File: config.mk
export PLATFORM = sky130hd
export DESIGN_NAME = host32_bridge
export DESIGN_NICKNAME = d
export VERILOG_FILES = /design/src/rtl/host32_bridge.sv
export SDC_FILE = /design/constraint.sdc
export NUM_CORES = 1
export LEC_CHECK = 0
export CAP_MARGIN = 20
export CORE_UTILIZATION = 40
export DETAILED_ROUTE_END_ITERATION = 7
export PLACE_DENSITY = 0.68
export SLEW_MARGIN = 0
export SYNTH_ARGS = -nofsm -noshare
export SYNTH_HDL_FRONTEND = slang
export SYNTH_SLANG_ARGS = --single-unit
File: constraint.sdc
create_clock -name sysclk -period 2 [get_ports sysclk]
set_input_delay 0.3 -clock sysclk [delete_from_list [all_inputs] [get_ports sysclk]]
set_output_delay 0.3 -clock sysclk [all_outputs]
set_load 0.01 [all_outputs]
File: src/rtl/host32_bridge.sv
// host32_bridge: splits 32-bit longword requests into big-endian 16-bit SDRAM host cycles with ack timeout
module host32_bridge #(
  parameter int TIMEOUT = 255
) (
  input  logic        sysclk,
  input  logic        reset_in,
  input  logic        s_cs,
  input  logic        s_we,
  input  logic [21:0] s_adr,
  input  logic [3:0]  s_sel,
  input  logic [31:0] s_dat_w,
  output logic [31:0] s_dat_r,
  output logic        s_ack,
  output logic        s_err,
  output logic        host_cs,
  output logic [23:0] host_adr,
  output logic        host_we,
  output logic [1:0]  host_bs,
  output logic [15:0] host_wdat,
  input  logic [15:0] host_rdat,
  input  logic        host_ack
);
  typedef enum logic [2:0] {IDLE, HI, GAP, LO, DONE, REL} state_t;
  state_t      r_state, w_next;
  logic        r_we;
  logic [21:0] r_adr;
  logic [3:0]  r_sel;
  logic [31:0] r_dat_w;
  logic [15:0] r_cnt;
  logic        w_idle, w_busy, w_to, w_go, w_lo, w_we;
  logic [21:0] w_adr;
  logic [3:0]  w_sel;
  logic [31:0] w_dat_w;
  // state register
  always_ff @(posedge sysclk or negedge reset_in)
    if (!reset_in) r_state <= IDLE;
    else r_state <= w_next;
  // next state; an empty request lingers in DONE until its ack has been issued
  always_comb begin
    w_next = r_state;
    case (r_state)
      IDLE: if (s_cs) w_next = |s_sel[3:2] ? HI : |s_sel[1:0] ? LO : DONE;
      HI: w_next = host_ack ? (|r_sel[1:0] ? GAP : DONE) : w_to ? REL : HI;
      GAP: w_next = LO;
      LO: w_next = host_ack ? DONE : w_to ? REL : LO;
      DONE: w_next = s_ack ? REL : DONE;
      REL: if (!s_cs) w_next = IDLE;
      default: w_next = IDLE;
    endcase
  end
  // output decode; in IDLE the live request is used so the first host cycle starts on accept
  always_comb begin
    w_idle  = r_state == IDLE;
    w_busy  = r_state == HI || r_state == LO;
    w_to    = w_busy && !host_ack && r_cnt == 16'(TIMEOUT - 1);
    w_go    = w_next == HI || w_next == LO;
    w_lo    = w_next == LO;
    w_we    = w_idle ? s_we : r_we;
    w_adr   = w_idle ? s_adr : r_adr;
    w_sel   = w_idle ? s_sel : r_sel;
    w_dat_w = w_idle ? s_dat_w : r_dat_w;
  end
  // request latch and per-half ack timeout counter
  always_ff @(posedge sysclk or negedge reset_in)
    if (!reset_in) begin
      r_we    <= 1'b0;
      r_adr   <= '0;
      r_sel   <= '0;
      r_dat_w <= '0;
      r_cnt   <= '0;
    end else begin
      if (w_idle && s_cs) begin
        r_we    <= s_we;
        r_adr   <= s_adr;
        r_sel   <= s_sel;
        r_dat_w <= s_dat_w;
      end
      r_cnt <= (w_busy && !host_ack) ? r_cnt + 16'd1 : 16'd0;
    end
  // registered outputs and read data capture
  always_ff @(posedge sysclk or negedge reset_in)
    if (!reset_in) begin
      host_cs   <= 1'b0;
      host_adr  <= '0;
      host_we   <= 1'b0;
      host_bs   <= '0;
      host_wdat <= '0;
      s_ack     <= 1'b0;
      s_err     <= 1'b0;
      s_dat_r   <= '0;
    end else begin
      host_cs <= w_go;
      s_ack   <= w_next == DONE && !w_idle;
      s_err   <= w_to;
      if (w_go) begin
        host_adr  <= {w_adr, w_lo, 1'b0};
        host_bs   <= w_lo ? w_sel[1:0] : w_sel[3:2];
        host_wdat <= w_lo ? w_dat_w[15:0] : w_dat_w[31:16];
        host_we   <= w_we;
      end
      if (w_idle && s_cs) s_dat_r <= '0;
      else if (r_state == HI && host_ack && !r_we) s_dat_r[31:16] <= host_rdat;
      else if (r_state == LO && host_ack && !r_we) s_dat_r[15:0] <= host_rdat;
    end
endmodule

==> impl_metrics.env <==
export IMPL_post_route_period_util=1.06
export IMPL_period_minus_slack_ns=2.12
export IMPL_clock_power_share=0.210
export IMPL_swShare=0.304
export IMPL_yosysSeqAreaShare=0.547
export IMPL_drtAntennaViolNets=0
export IMPL_clock_path_buffers=2
export IMPL_gr_total_overflow=0
export IMPL_finalNetCount=818
export IMPL_finalHoldViolations=0
export IMPL_finalWirelength_um=15900
export IMPL_critPathArrivalTime_ns=2.41
export IMPL_grt_util_all_layers=0.185
export IMPL_grt_max_degree=47
export IMPL_start_util=0.410
export IMPL_p_leak_uw=0.00420
export IMPL_p_seq_frac=0.331
export IMPL_cell_internal_pwr_uw=10800
export IMPL_drive_above_1_share=0.263
export IMPL_syn_area_um2=7090
export IMPL_met3_usage=0.0692
export IMPL_dp_final_hpwl_um=11300
export IMPL_stdcell_count=973
export IMPL_die_w_um=135
export IMPL_worst_setup_path_end_kind="register"
export IMPL_grt_met2_usage=0.303
export IMPL_final_area_um2=9960
export IMPL_io_buffers=155
export IMPL_clk_latency_ns=0.42
export IMPL_n_antenna_cell=0
export IMPL_synthFlopType="dfrtp_1"
export IMPL_clock_skew_ns=0.00799
export IMPL_status="finished, violations left"
export IMPL_clock_fmax_ghz=0.473
export IMPL_p_total_uw=15500
export IMPL_vias=4849
export IMPL_gp_congestion=0.854
export IMPL_path_max_fanout=9
export IMPL_met1_usage=0.224
export IMPL_yosys_warnings=0
export IMPL_h_tree_depth=4
export IMPL_worst_slack_ns=-0.115
export IMPL_drv_slew=0
export IMPL_wire_per_inst_um=16.3
export IMPL_cts_root_buf="clkbuf_16"
export IMPL_nFillCells=1409
export IMPL_maxCapViolations=0
export IMPL_clock_sinks=155
export IMPL_core_um2=17300
export IMPL_switchingPower_uw=4700
export IMPL_ys_top_cells_by_count="dfrtp_1, mux2_2, mux2i_1"
export IMPL_busiest_layer="met2"
export IMPL_antenna_found_initial=0
export IMPL_first_global_vias=5186
export IMPL_synth_edf_count=0
export IMPL_grt_pass1_wl_um=26000
export IMPL_worstReg2RegEnd="host_adr[7]"
export IMPL_synth_seq_cells=155
export IMPL_tightestPinTransition_ns=0.575
export IMPL_synthesis_nets=622
export IMPL_async_flop_share=1.00
export IMPL_power_per_cell_area_nw_per_um2=1560
export IMPL_synth_top_area_frac=0.547
export IMPL_ir_drop_v=0.000800
export IMPL_setup_viol=42
export IMPL_crit_start="r_cnt[0]"
export IMPL_final_util=0.576
export IMPL_numCtsBuffers=17
export IMPL_violations="setup timing"
export IMPL_dieArea_um2=18300
export IMPL_synth_distinct_cells=48
export IMPL_syn_to_final_growth_pct=40.5
export IMPL_syn_avg_cell_area_um2=13.1
export IMPL_r2r_slack_ns=-0.12
export IMPL_synth_most_common_cell="dfrtp_1"
export IMPL_rsz0062_at_grt="yes"
export IMPL_combinationalPowerShare=0.459
export IMPL_clk_pin_slew_ns=0.06
export IMPL_num_rows=48
export IMPL_slew_headroom=0.616
export IMPL_crit_required_ns=2.29
export IMPL_synth_area_leaders="dfrtp_1, mux2_2, mux2i_1"
export IMPL_path_class="register to register"
export IMPL_io_pins=157
export IMPL_rr_worst_depth=9
export IMPL_yosys_area_top_type="dfrtp_1"
export IMPL_vias_per_cell=4.98
export IMPL_cts_tree="yes"
export IMPL_die_h_um=135
export IMPL_drc=0
export IMPL_endpoint="host_adr[7]"
export IMPL_placed_cells=934
export IMPL_start_kind="register"
export IMPL_min_path_type="input port to asynchronous set/reset pin"
export IMPL_place_area_um2=9220
export IMPL_first_pass_iters=4
export IMPL_netlist_instances=541
export IMPL_r2r_start="r_cnt[0]"
export IMPL_drt_first_iter_violations=141
==> per-stage QoR <==
stage,setup slack (ns),hold slack [ns],TNS (ns)
CTS,-0.0655,0.375,-1.78
global route,-0.189,0.414,-6.94
detailed placement,-0.361,0.258,-14.44
floorplan,-0.0421,0.00441,-0.785
finish,-0.115,0.375,-3.58
global placement,-0.324,0.252,-12.70
==> cell families (layout without fill, tap and decap cells) <==
family / after synthesis / in the layout / share of synthesized area
compound gates: 26 / 26 / 0.0254
mux: 195 / 195 / 0.303
xor+xnor: 13 / 13 / 0.0161
buf+inv: 38 / 245 / 0.0295
simple gates: 111 / 111 / 0.0754
fa+ha+maj: 2 / 2 / 0.00353
flops: 155 / 155 / 0.547
other cells: 1 / 1 / 0.000529
==> repair_timing <==
action,CTS,global route
hold buffers,1,0
gates resized for setup,4,5
gates cloned,1,1
endpoints found under the setup margin,42,42
buffers inserted,3,3
pin swaps,3,3
endpoints found under the hold margin,41,0
==> per-layer routing <==
| metal | part of all wire | vias up |
|---|---|---|
| met5 | 0 | - |
| met4 | 0.017 | 0 |
| met3 | 0.070 | 24 |
| met2 | 0.47 | 136 |
| met1 | 0.44 | 2405 |
| li1 | - | 2284 |
==> registers in the layout (all words and copies together), names as in the netlist <==
name / flops
r_we: 1
r_dat_w: 32
r_cnt: 16
host_adr: 23
host_we: 1
host_wdat: 16
r_sel: 4
host_bs: 2
r_state: 3
r_adr: 22
s_err: 1
s_ack: 1
s_dat_r: 32
host_cs: 1
==> how the worst min path moves through the flow <==
stage                    to  slack [ns]  cells past startpoint
2_1_floorplan  host_adr[10]       0.004                      0
3_3_place_gp    r_dat_w[22]        0.25                      1
3_5_place_dp    r_dat_w[22]        0.26                      1
4_1_cts         r_dat_w[22]        0.37                      2
5_1_grt         r_dat_w[22]        0.41                      2
6_report        r_dat_w[22]        0.37                      2
==> cells in the final DEF (no fill, tap or decap), types with 3 or more instances in the layout <==
cell type	n
clkbuf_8	4
nand2_1	38
mux2_1	22
mux2i_1	70
clkbuf_1	3
mux2_4	12
mux2_2	91
nor2_1	38
and3_1	5
bufinv_16	3
nand3_1	6
buf_4	39
nand4_1	3
dfrtp_1	155
a21oi_1	17
buf_6	4
inv_1	5
buf_12	11
xor2_1	7
clkbuf_16	18
clkdlybuf4s50_1	154
xnor2_1	6
==> worst max-delay path: stages, from the launching register on <==
cell	delay, ns
dfrtp_1	0.37
inv_1	0.06
ha_1	0.15
nor4b_4	0.22
nand4_1	0.21
o221ai_2	0.31
nor2_4	0.06
buf_12	0.15
buf_6	0.14
mux2_1	0.32
==> cell type report <==
cell class	count	area, um^2	area share
inverters	5	18.8	0.00188
clock buffers	24	492	0.0494
repair buffers	210	2130	0.214
clock inverters	6	111	0.0112
well taps	225	282	0.0283
flip-flops and latches	155	3880	0.389
multi-input cells	348	3040	0.306
==> power groups by stage <==
stage               Combinational [uW]  Sequential [uW]  Clock [uW]
floorplan                         3960             5290           0
finish                            7110             5130        3250
global route                      7660             5290        3470
global placement                  6680             5120           0
CTS                               6950             5140        3350
detailed placement                6850             5170           0
Note: power is estimated with default switching activity, not from simulation.
